## config.mk

```make
export PLATFORM = sky130hd
export DESIGN_NAME = uart_axil_arbiter
export DESIGN_NICKNAME = d
export VERILOG_FILES = /design/src/rtl/uart_arb_pkg.sv /design/src/rtl/rr_arbiter2.sv /design/src/rtl/uart_axil_arbiter.sv
export SDC_FILE = /design/constraint.sdc
export NUM_CORES = 1
export LEC_CHECK = 0
export CAP_MARGIN = 20
export CORE_MARGIN = 2
export CORE_UTILIZATION = 33
export CTS_CLUSTER_SIZE = 24
export DETAILED_ROUTE_END_ITERATION = 6
export GPL_ROUTABILITY_DRIVEN = 0
export PLACE_DENSITY = 0.88
export SLEW_MARGIN = 20
export SYNTH_ARGS = -nofsm -noshare
export SYNTH_HDL_FRONTEND = slang
export SYNTH_HIERARCHICAL = 1
export SYNTH_SLANG_ARGS = --single-unit
export TNS_END_PERCENT = 5
```

## constraint.sdc

```tcl
create_clock -name S_AXI_ACLK -period 1.8 [get_ports S_AXI_ACLK]
set_input_delay 0.36 -clock S_AXI_ACLK [delete_from_list [all_inputs] [get_ports S_AXI_ACLK]]
set_output_delay 0.36 -clock S_AXI_ACLK [all_outputs]
set_load 0.02 [all_outputs]
```

## src/rtl/uart_arb_pkg.sv

```systemverilog
// -----------------------------------------------------------------------------
// uart_arb_pkg
// Shared types and constants for the two-requester AXI4-Lite UART arbiter.
//   arb_state_t : transaction FSM states (one transaction outstanding at a time)
//   OKAY/SLVERR : AXI response codes presented on RESP
//   rr_pick     : two-way round-robin selection given the favoured requester
// -----------------------------------------------------------------------------
package uart_arb_pkg;

    typedef enum logic [2:0] {
        IDLE    = 3'd0,
        WR_ADDR = 3'd1,
        WR_RESP = 3'd2,
        RD_ADDR = 3'd3,
        RD_DATA = 3'd4
    } arb_state_t;

    localparam logic [1:0] OKAY   = 2'b00;
    localparam logic [1:0] SLVERR = 2'b10;

    // A lone requester always wins; on a tie the favoured one wins.
    // With no request the result is don't-care (the caller does not update).
    function automatic logic rr_pick(input logic [1:0] req, input logic prio);
        if (req == 2'b11) begin
            return prio;
        end
        return req[1];
    endfunction

endpackage

```

## src/rtl/rr_arbiter2.sv

```systemverilog
// -----------------------------------------------------------------------------
// rr_arbiter2
// Two-requester round-robin arbiter. The favoured-requester pointer flips to
// the loser of each accepted grant, so a requester that keeps asking cannot
// starve the other one.
//   clk    in  clock
//   srst   in  synchronous active-high reset (pointer favours requester 0)
//   req    in  [1:0] request vector
//   update in  grant accepted this cycle; advance the pointer
//   grant  out index of the winning requester (combinational)
// -----------------------------------------------------------------------------
module rr_arbiter2
    import uart_arb_pkg::*;
(
    input  logic       clk,
    input  logic       srst,
    input  logic [1:0] req,
    input  logic       update,
    output logic       grant
);

    logic prio_reg;

    assign grant = rr_pick(req, prio_reg);

    always_ff @(posedge clk) begin
        if (srst) begin
            prio_reg <= 1'b0;
        end else if (update) begin
            prio_reg <= ~grant;
        end
    end

endmodule

```

## src/rtl/uart_axil_arbiter.sv

```systemverilog
// -----------------------------------------------------------------------------
// uart_axil_arbiter
// Arbitrates two simple request/ack clients onto one AXI4-Lite master port
// that talks to a UART slave. One transaction is in flight at a time; the
// winner's address, data and direction are latched at grant.
//
// Optional feature: define UART_ARB_TIMEOUT_EN to enable a watchdog that
// aborts any transaction lasting C_TIMEOUT_CYCLES cycles with SLVERR and
// RDATA=0. Without the macro no counter exists and the block waits forever.
//
// Ports
//   S_AXI_ACLK, S_AXI_ARESET        clock, synchronous active-high reset
//   REQ[1:0], REQ_WE[1:0]           per-requester request (held until ACK), 1=write
//   REQ_ADDR[2*AW], REQ_WDATA[2*DW] per-requester address / write data (slice i)
//   ACK[1:0]                        one-cycle completion pulse per requester
//   RDATA[DW], RESP[1:0]            read data and response, valid with ACK
//   M_AXI_AW*/W*/B*/AR*/R*          AXI4-Lite master channels to the UART slave
// -----------------------------------------------------------------------------
module uart_axil_arbiter
    import uart_arb_pkg::*;
#(
    parameter int C_M_AXI_ADDR_WIDTH = 32,
    parameter int C_M_AXI_DATA_WIDTH = 32,
    parameter int C_TIMEOUT_CYCLES   = 1024
) (
    input  logic                            S_AXI_ACLK,
    input  logic                            S_AXI_ARESET,

    input  logic [1:0]                      REQ,
    input  logic [1:0]                      REQ_WE,
    input  logic [2*C_M_AXI_ADDR_WIDTH-1:0] REQ_ADDR,
    input  logic [2*C_M_AXI_DATA_WIDTH-1:0] REQ_WDATA,
    output logic [1:0]                      ACK,
    output logic [C_M_AXI_DATA_WIDTH-1:0]   RDATA,
    output logic [1:0]                      RESP,

    output logic [C_M_AXI_ADDR_WIDTH-1:0]   M_AXI_AWADDR,
    output logic                            M_AXI_AWVALID,
    input  logic                            M_AXI_AWREADY,

    output logic [C_M_AXI_DATA_WIDTH-1:0]   M_AXI_WDATA,
    output logic [C_M_AXI_DATA_WIDTH/8-1:0] M_AXI_WSTB,
    output logic                            M_AXI_WVALID,
    input  logic                            M_AXI_WREADY,

    input  logic [1:0]                      M_AXI_BRESP,
    input  logic                            M_AXI_BVALID,
    output logic                            M_AXI_BREADY,

    output logic [C_M_AXI_ADDR_WIDTH-1:0]   M_AXI_ARADDR,
    output logic                            M_AXI_ARVALID,
    input  logic                            M_AXI_ARREADY,

    input  logic [C_M_AXI_DATA_WIDTH-1:0]   M_AXI_RDATA,
    input  logic [1:0]                      M_AXI_RRESP,
    input  logic                            M_AXI_RVALID,
    output logic                            M_AXI_RREADY
);

    localparam int AW = C_M_AXI_ADDR_WIDTH;
    localparam int DW = C_M_AXI_DATA_WIDTH;

    // ------------------------------------------------------------------
    // Per-requester views of the packed request buses
    // ------------------------------------------------------------------
    logic [AW-1:0] req_addr_arr  [2];
    logic [DW-1:0] req_wdata_arr [2];

    for (genvar gi = 0; gi < 2; gi++) begin : g_req_slice
        assign req_addr_arr[gi]  = REQ_ADDR[gi*AW +: AW];
        assign req_wdata_arr[gi] = REQ_WDATA[gi*DW +: DW];
    end

    // ------------------------------------------------------------------
    // State
    // ------------------------------------------------------------------
    arb_state_t    state_reg,    state_next;
    logic          grant_reg,    grant_next;
    logic [AW-1:0] addr_reg,     addr_next;
    logic [DW-1:0] wdata_reg,    wdata_next;
    logic          aw_pend_reg,  aw_pend_next;
    logic          w_pend_reg,   w_pend_next;
    logic [1:0]    ack_reg,      ack_next;
    logic [DW-1:0] rdata_reg,    rdata_next;
    logic [1:0]    resp_reg,     resp_next;

    logic          arb_grant;
    logic          arb_update;
    logic          tmo_fire;

    // Write-address / write-data beats still owed after this cycle
    logic          aw_left;
    logic          w_left;

    assign aw_left = aw_pend_reg & ~M_AXI_AWREADY;
    assign w_left  = w_pend_reg  & ~M_AXI_WREADY;

    rr_arbiter2 u_rr (
        .clk    (S_AXI_ACLK),
        .srst   (S_AXI_ARESET),
        .req    (REQ),
        .update (arb_update),
        .grant  (arb_grant)
    );

    // ------------------------------------------------------------------
    // Optional watchdog
    // ------------------------------------------------------------------
`ifdef UART_ARB_TIMEOUT_EN
    localparam int TMO_W = $clog2(C_TIMEOUT_CYCLES + 1);
    localparam logic [TMO_W-1:0] TMO_LAST = TMO_W'(C_TIMEOUT_CYCLES - 1);

    logic [TMO_W-1:0] tmo_cnt_reg;

    // Counts busy cycles; restarts from 0 on the first cycle after a grant.
    always_ff @(posedge S_AXI_ACLK) begin
        if (S_AXI_ARESET) begin
            tmo_cnt_reg <= '0;
        end else if (state_reg == IDLE) begin
            tmo_cnt_reg <= '0;
        end else begin
            tmo_cnt_reg <= tmo_cnt_reg + 1'b1;
        end
    end

    // Fires on the C_TIMEOUT_CYCLES-th busy cycle
    assign tmo_fire = (state_reg != IDLE) && (tmo_cnt_reg == TMO_LAST);
`else
    logic unused_tmo_cfg;

    assign unused_tmo_cfg = (C_TIMEOUT_CYCLES > 0);
    assign tmo_fire       = 1'b0;
`endif

    // ------------------------------------------------------------------
    // Next-state / datapath logic
    // ------------------------------------------------------------------
    always_comb begin
        state_next   = state_reg;
        grant_next   = grant_reg;
        addr_next    = addr_reg;
        wdata_next   = wdata_reg;
        aw_pend_next = aw_pend_reg;
        w_pend_next  = w_pend_reg;
        ack_next     = 2'b00;
        rdata_next   = rdata_reg;
        resp_next    = resp_reg;
        arb_update   = 1'b0;

        case (state_reg)
            IDLE: begin
                // Skip the cycle in which ACK is visible: the finishing
                // requester has not had a chance to drop REQ yet, and a
                // request it still holds afterwards is a genuinely new one.
                if ((|REQ) && (ack_reg == 2'b00)) begin
                    arb_update   = 1'b1;
                    grant_next   = arb_grant;
                    addr_next    = req_addr_arr[arb_grant];
                    wdata_next   = req_wdata_arr[arb_grant];
                    aw_pend_next = 1'b1;
                    w_pend_next  = 1'b1;
                    state_next   = REQ_WE[arb_grant] ? WR_ADDR : RD_ADDR;
                end
            end

            WR_ADDR: begin
                aw_pend_next = aw_left;
                w_pend_next  = w_left;
                if (!aw_left && !w_left) begin
                    state_next = WR_RESP;
                end
            end

            WR_RESP: begin
                if (M_AXI_BVALID) begin
                    ack_next[grant_reg] = 1'b1;
                    resp_next           = M_AXI_BRESP;
                    state_next          = IDLE;
                end
            end

            RD_ADDR: begin
                if (M_AXI_ARREADY) begin
                    state_next = RD_DATA;
                end
            end

            RD_DATA: begin
                if (M_AXI_RVALID) begin
                    ack_next[grant_reg] = 1'b1;
                    rdata_next          = M_AXI_RDATA;
                    resp_next           = M_AXI_RRESP;
                    state_next          = IDLE;
                end
            end

            default: begin
                state_next = IDLE;
            end
        endcase

        // Watchdog abort overrides whatever the slave did this cycle
        if (tmo_fire) begin
            ack_next            = 2'b00;
            ack_next[grant_reg] = 1'b1;
            resp_next           = SLVERR;
            rdata_next          = '0;
            state_next          = IDLE;
        end
    end

    always_ff @(posedge S_AXI_ACLK) begin
        if (S_AXI_ARESET) begin
            state_reg   <= IDLE;
            grant_reg   <= 1'b0;
            addr_reg    <= '0;
            wdata_reg   <= '0;
            aw_pend_reg <= 1'b0;
            w_pend_reg  <= 1'b0;
            ack_reg     <= 2'b00;
            rdata_reg   <= '0;
            resp_reg    <= OKAY;
        end else begin
            state_reg   <= state_next;
            grant_reg   <= grant_next;
            addr_reg    <= addr_next;
            wdata_reg   <= wdata_next;
            aw_pend_reg <= aw_pend_next;
            w_pend_reg  <= w_pend_next;
            ack_reg     <= ack_next;
            rdata_reg   <= rdata_next;
            resp_reg    <= resp_next;
        end
    end

    // ------------------------------------------------------------------
    // Outputs (all VALID/READY are decoded from registered state)
    // ------------------------------------------------------------------
    assign M_AXI_AWADDR  = addr_reg;
    assign M_AXI_AWVALID = (state_reg == WR_ADDR) && aw_pend_reg;
    assign M_AXI_WDATA   = wdata_reg;
    assign M_AXI_WSTB    = '1;
    assign M_AXI_WVALID  = (state_reg == WR_ADDR) && w_pend_reg;
    assign M_AXI_BREADY  = (state_reg == WR_RESP);
    assign M_AXI_ARADDR  = addr_reg;
    assign M_AXI_ARVALID = (state_reg == RD_ADDR);
    assign M_AXI_RREADY  = (state_reg == RD_DATA);

    assign ACK   = ack_reg;
    assign RDATA = rdata_reg;
    assign RESP  = resp_reg;

endmodule

```

**Word-level counts from Yosys, hierarchy flattened**

Cells that the tools add are included.

- Register bits after elaboration: 107
- Latch bits: 0
- Memory bits (writable): 0
- Bits in read-only memories: 0
- Output and inout port bits: 141
- Word-level logic and storage cells: 78
- Memories: 0

- Add/sub/neg operators: 0
- Multiply operators: 0
- Divide/modulo/power cells: 0
- Order comparisons: 4
- Equality and inequality tests: 10
- Shift operators: 0
- Multiplexer cells: 31
- Bitwise gates (word level): 6
- Reductions and logical operators: 17

Operator list:

| operator | number |
|---|---|
| $mux W32 | 6 |
| $mux W3 | 5 |
| $pmux W3 S5 | 1 |
| $mux W2 | 5 |
| $mux W1 | 9 |
| $ne A2 B2 Y1 const B | 4 |
| $pmux W2 S2 | 2 |
| $eq A3 B2 Y1 const B | 2 |
| $reduce_and A2 Y1 | 3 |
| $logic_and A1 B1 Y1 | 5 |
| $reduce_and A5 Y1 | 1 |
| $lt A1 B2 Y1 const B | 2 |
| $pmux W1 S2 | 2 |
| $reduce_bool A2 Y1 | 2 |
| $eq A3 B1 Y1 const B | 1 |
| $eq A3 B3 Y1 const B | 1 |
| $logic_not A3 Y1 | 1 |
| $not A1 Y1 | 3 |
| $reduce_and A3 Y1 | 1 |
| $and A1 B1 Y1 | 2 |
| $eq A2 B2 Y1 const B | 1 |
| $ge A2 B2 Y1 const B | 1 |
| $logic_not A1 Y1 | 2 |
| $logic_not A2 Y1 | 1 |
| 5 further kinds | 5 |

**Longest topological paths before layout**

- Depth in word-level cells: 8
- Gate-level depth with buffers: 7
- Gate-level depth less buffers: 5

**Modules after synthesis**

Netlist, hierarchy kept.

Modules (own cells, without submodules):

| module | times used | cells each | area each (µm²) | seq. area each (µm²) |
|---|---|---|---|---|
| uart_axil_arbiter | 1 | 526 | 4852.2 | 2122.0 |
| rr_arbiter2 | 1 | 5 | 60.1 | 20.0 |

**Worst setup path before layout**

OpenSTA, ideal clock, no wires.

- Path type: register -> register
- Start point: register state_reg[2]
- End point: register u_rr.prio_reg
- Library setup time: 88 ps
- Arrival time: 1802 ps
- Data required time: 1712 ps
- Slack: -90 ps
- Cell stages (with the launch flop): 8
- Buffers on the path: 2
- Path through: dfxtp_1 -> or3_1 -> or4_4 -> clkinv_2 -> buf_6 -> buf_4 -> nor2_1 -> a311oi_2

- Word-level cells in the longest chain between the ends: 2

Ends and longest elaborated chain:

| what | line | source |
|---|---|---|
| start: declaration | uart_axil_arbiter.sv:77 | `arb_state_t state_reg, state_next;` |
| start signal: assignment | uart_axil_arbiter.sv:224 | `state_reg <= state_next;` |
| $logic_not A3 Y1 | uart_axil_arbiter.sv:150 | `case (state_reg)` |
| $mux W1 | uart_axil_arbiter.sv:150 |  |
| net arb_update | uart_axil_arbiter.sv:88 | `logic arb_update;` |
| end signal: assignment | rr_arbiter2.sv:30 | `prio_reg <= ~grant;` |
| end: declaration | rr_arbiter2.sv:22 | `logic prio_reg;` |

The timed path passes the listed nets, and every way through them passes these cells.
A chain may end at the register's enable or synchronous reset.

**Worst setup path in the final report**

- Start point: register state_reg[1]
- End point: register addr_reg[13], in the netlist M_AXI_ARADDR[13]

- Word-level cells in the longest chain between the ends: 2

Ends and longest elaborated chain:

| what | line | source |
|---|---|---|
| $logic_not A3 Y1 | uart_axil_arbiter.sv:150 |  |
| $reduce_and A2 Y1 (no line) | - |  |
| end signal: assignment | uart_axil_arbiter.sv:226 | `addr_reg <= addr_next;` |
| end: declaration | uart_axil_arbiter.sv:79 | `logic [AW-1:0] addr_reg, addr_next;` |

Every way passes these cells.

==> impl_metrics.yaml <==
status:
  outcome: "complete, but fails checks"
  violations: "setup timing"
synth:
  synth_area_per_cell_um2: 9.25
  syn_inst: 531
  synth_top_area_frac: 0.436
  ys_ff_latch: 107
  yosysWarnings: 6
  yosysTopAreaCell: "dfxtp_1"
  synth.area.top_cells: "dfxtp_1 (44%), mux2i_1 (14%), a211oi_2 (7.6%), buf_4 (6.6%), a211oi_1 (5.5%)"
  synth_area_um2: 4910
  yosysSeqAreaShare: 0.436
  yosys.cell_types.count: 33
clock_tree:
  clockBufferDepth: 2
  cts-root-buf: "clkbuf_16"
  ctsHoldBuffers: 0
  clk_pin_slew_ns: 0.07
  clk_latency_ns: 0.35
  cts_buffers: 9
  cts_tree: "built"
  cts.sinks: 107
  cts-htree-levels: 3
sta:
  drv_slew: 0
  fmax_mhz: 541
  setup_viol: 32
  skew_ns: 0.00526
  setup_slack_ns: -0.0490
  period_share: 1.03
  hold_violations: 0
  fin_crit_ns: 1.85
  rsz0062_at_grt: "yes"
  fin_setup_tns_ns: -0.604
final_layout:
  nFillCells: 1225
  final_cell_mix: "clkdlybuf4s50_1 (304), dfxtp_1 (105), nand2_1 (70)"
  antenna_cells: 0
  drive_gt1_frac: 0.132
  final_area_um2: 8670
  syn_to_final_growth_pct: 76.5
  stdcell_count: 1007
  final_common_cell: "clkdlybuf4s50_1"
  nNetsFinal: 993
critical_path:
  critical_path.top_delay_family: "simple AND/OR/NAND/NOR gates"
  worst_setup_path_end_kind: "register"
  rr_startpoint: "state_reg[1]$_SDFFE_PP0P_"
  cpPeakStageDelay_ns: 0.47
  critPathSlowestCell: "or4_4"
  reg2reg_depth: 7
  path_buf_inv: 4
  worstPathArrival_ns: 2.08
  crit_path_max_fanout: 18
  path_cells: "or3_4, or4_4, clkinv_8, buf_12, clkbuf_16, buf_6, a211oi_2"
  path_depth: 7
  worstSetupPathType: "reg -> reg"
  critPathLaunchType: "register"
  crit_start: "state_reg[1]$_SDFFE_PP0P_"
  required_ns: 2.03
power:
  power_frac_comb: 0.498
  power.share.sequential: 0.310
  power_leakage_nw: 3.24
  power_mw: 10.4
  vdd_drop_max_mv: 0.655
  p_per_area_nw_per_um2: 1200
  switching_share: 0.361
  p_int_mw: 6.63
  switchingPower_mw: 3.75
  clock_power_share: 0.192
place:
  dp_slack_ns: -0.442
  io_buffers: 311
  dp_hpwl_um: 12500
  post_dp_cell_area_um2: 8180
  place_inst: 985
global_routing:
  grt_pass1_wl_um: 24600
  grt_max_degree: 42
  grt_antenna_before_repair: 0
  track_usage: 0.195
  grt_overflow: 0
  grt_pass1_vias: 4653
drt:
  ant_nets: 0
  wl_um: 16300
  dr.pass1.iters: 4
  vias: 4777
  viasPerCell: 4.74
  initialDrtViolationCount: 173
  post_drt_wl_per_cell_um: 16.2
  drt_drc_violations_left: 0
floorplanning:
  fp.dieH_um: 126
  die-area_um2: 15900
  core_area_um2: 14500
  dieWidth_um: 126
  start_util: 0.338
  ios: 316
  core.rowCount: 44
flow_run:
  max-cap-violations: 0
worst_hold_path:
  hold_path.class: "reg -> reg"
  whs_path_depth: 2
  hp-start: "RDATA[16]$_SDFFE_PP0P_"
[final cells by class]
| cell class | instances | area [um^2] | area share |
|---|---|---|---|
| clock buffers | 11 | 233 | 0.0268 |
| clock inverters | 5 | 61.3 | 0.00707 |
| inverters | 3 | 23.8 | 0.00274 |
| multi-input cells | 345 | 2330 | 0.268 |
| flip-flops and latches | 107 | 2140 | 0.247 |
| well taps | 184 | 230 | 0.0266 |
| repair buffers | 352 | 3650 | 0.421 |
[path summary, 6_finish.rpt]
| kind | slack [ns] | endpoint |
|---|---|---|
| max | -0.05 | M_AXI_ARADDR[13]$_SDFFE_PP0P_ |
| min reg2reg | 0.45 | RDATA[16]$_SDFFE_PP0P_ |
| min | 0.45 | RDATA[16]$_SDFFE_PP0P_ |
| max reg2reg | -0.05 | M_AXI_ARADDR[13]$_SDFFE_PP0P_ |
[power groups by stage]
stage,Combinational [mW],Sequential (mW),Clock (mW)
2_1_floorplan,2.31,3.76,0
3_3_place_gp,4.71,3.25,0
3_5_place_dp,4.79,3.27,0
4_1_cts,4.82,3.22,2.05
5_1_grt,5.49,3.29,2.14
6_report,5.17,3.22,1.99
[worst reg2reg max path: cells and delay by family, from the launching register on]
| kind | cells | cell delay [ns] |
|---|---|---|
| compound gates | 1 | 0.05 |
| buf+inv | 4 | 0.50 |
| flops | 1 | 0.34 |
| simple gates | 2 | 0.83 |
[per-stage QoR]
step | hold WS (ns) | utilization
6_report | 0.454 | 0.597
5_1_grt | 0.471 | 0.597
4_1_cts | 0.454 | 0.584
3_5_place_dp | 0.447 | 0.563
3_3_place_gp | 0.440 | 0.563
2_1_floorplan | 0.416 | -
[per-layer routing]
metal | share of wire | global-route usage
met5 | 0 | 0
met4 | 0.019 | 0.0588
met2 | 0.52 | 0.352
met3 | 0.085 | 0.0722
met1 | 0.38 | 0.213
[what timing repair did]
item / CTS / global route
pin swaps: 3 / 10
buffers inserted: 0 / 3
gates cloned: 0 / 3
setup endpoints to repair: 70 / 71
gates resized for setup: 18 / 18
[Yosys cell counts]
cell	number
a211oi_1	36
a211oi_2	30
a21o_1	1
a21oi_1	39
a311oi_2	1
and2_2	1
and3_1	2
and3b_1	1
buf_1	1
buf_2	4
buf_4	43
buf_6	4
clkbuf_1	27
clkinv_2	1
conb_1	1
dfxtp_1	107
inv_1	2
mux2i_1	67
nand2_1	70
nand2b_1	1
nand2b_4	1
nor2_1	70
nor2b_1	4
nor3_1	3
nor3b_1	2
nor3b_2	1
nor4bb_1	1
o21ai_0	3
o311a_1	1
o41ai_1	1
or3_1	2
or3b_2	2
or4_4	1
[kinds of logic (layout without fill, tap and decap cells)]
| family | after synthesis | after routing | synth area share |
|---|---|---|---|
| AND/OR/NAND/NOR | 162 | 162 | 0.141 |
| flip-flops | 107 | 107 | 0.436 |
| AO/OA/AOI/OAI | 112 | 112 | 0.183 |
| other | 1 | 4 | 0.000763 |
| buffers and inverters | 82 | 371 | 0.103 |
| multiplexers | 67 | 67 | 0.137 |
Note: power is estimated with default switching activity, not from simulation.
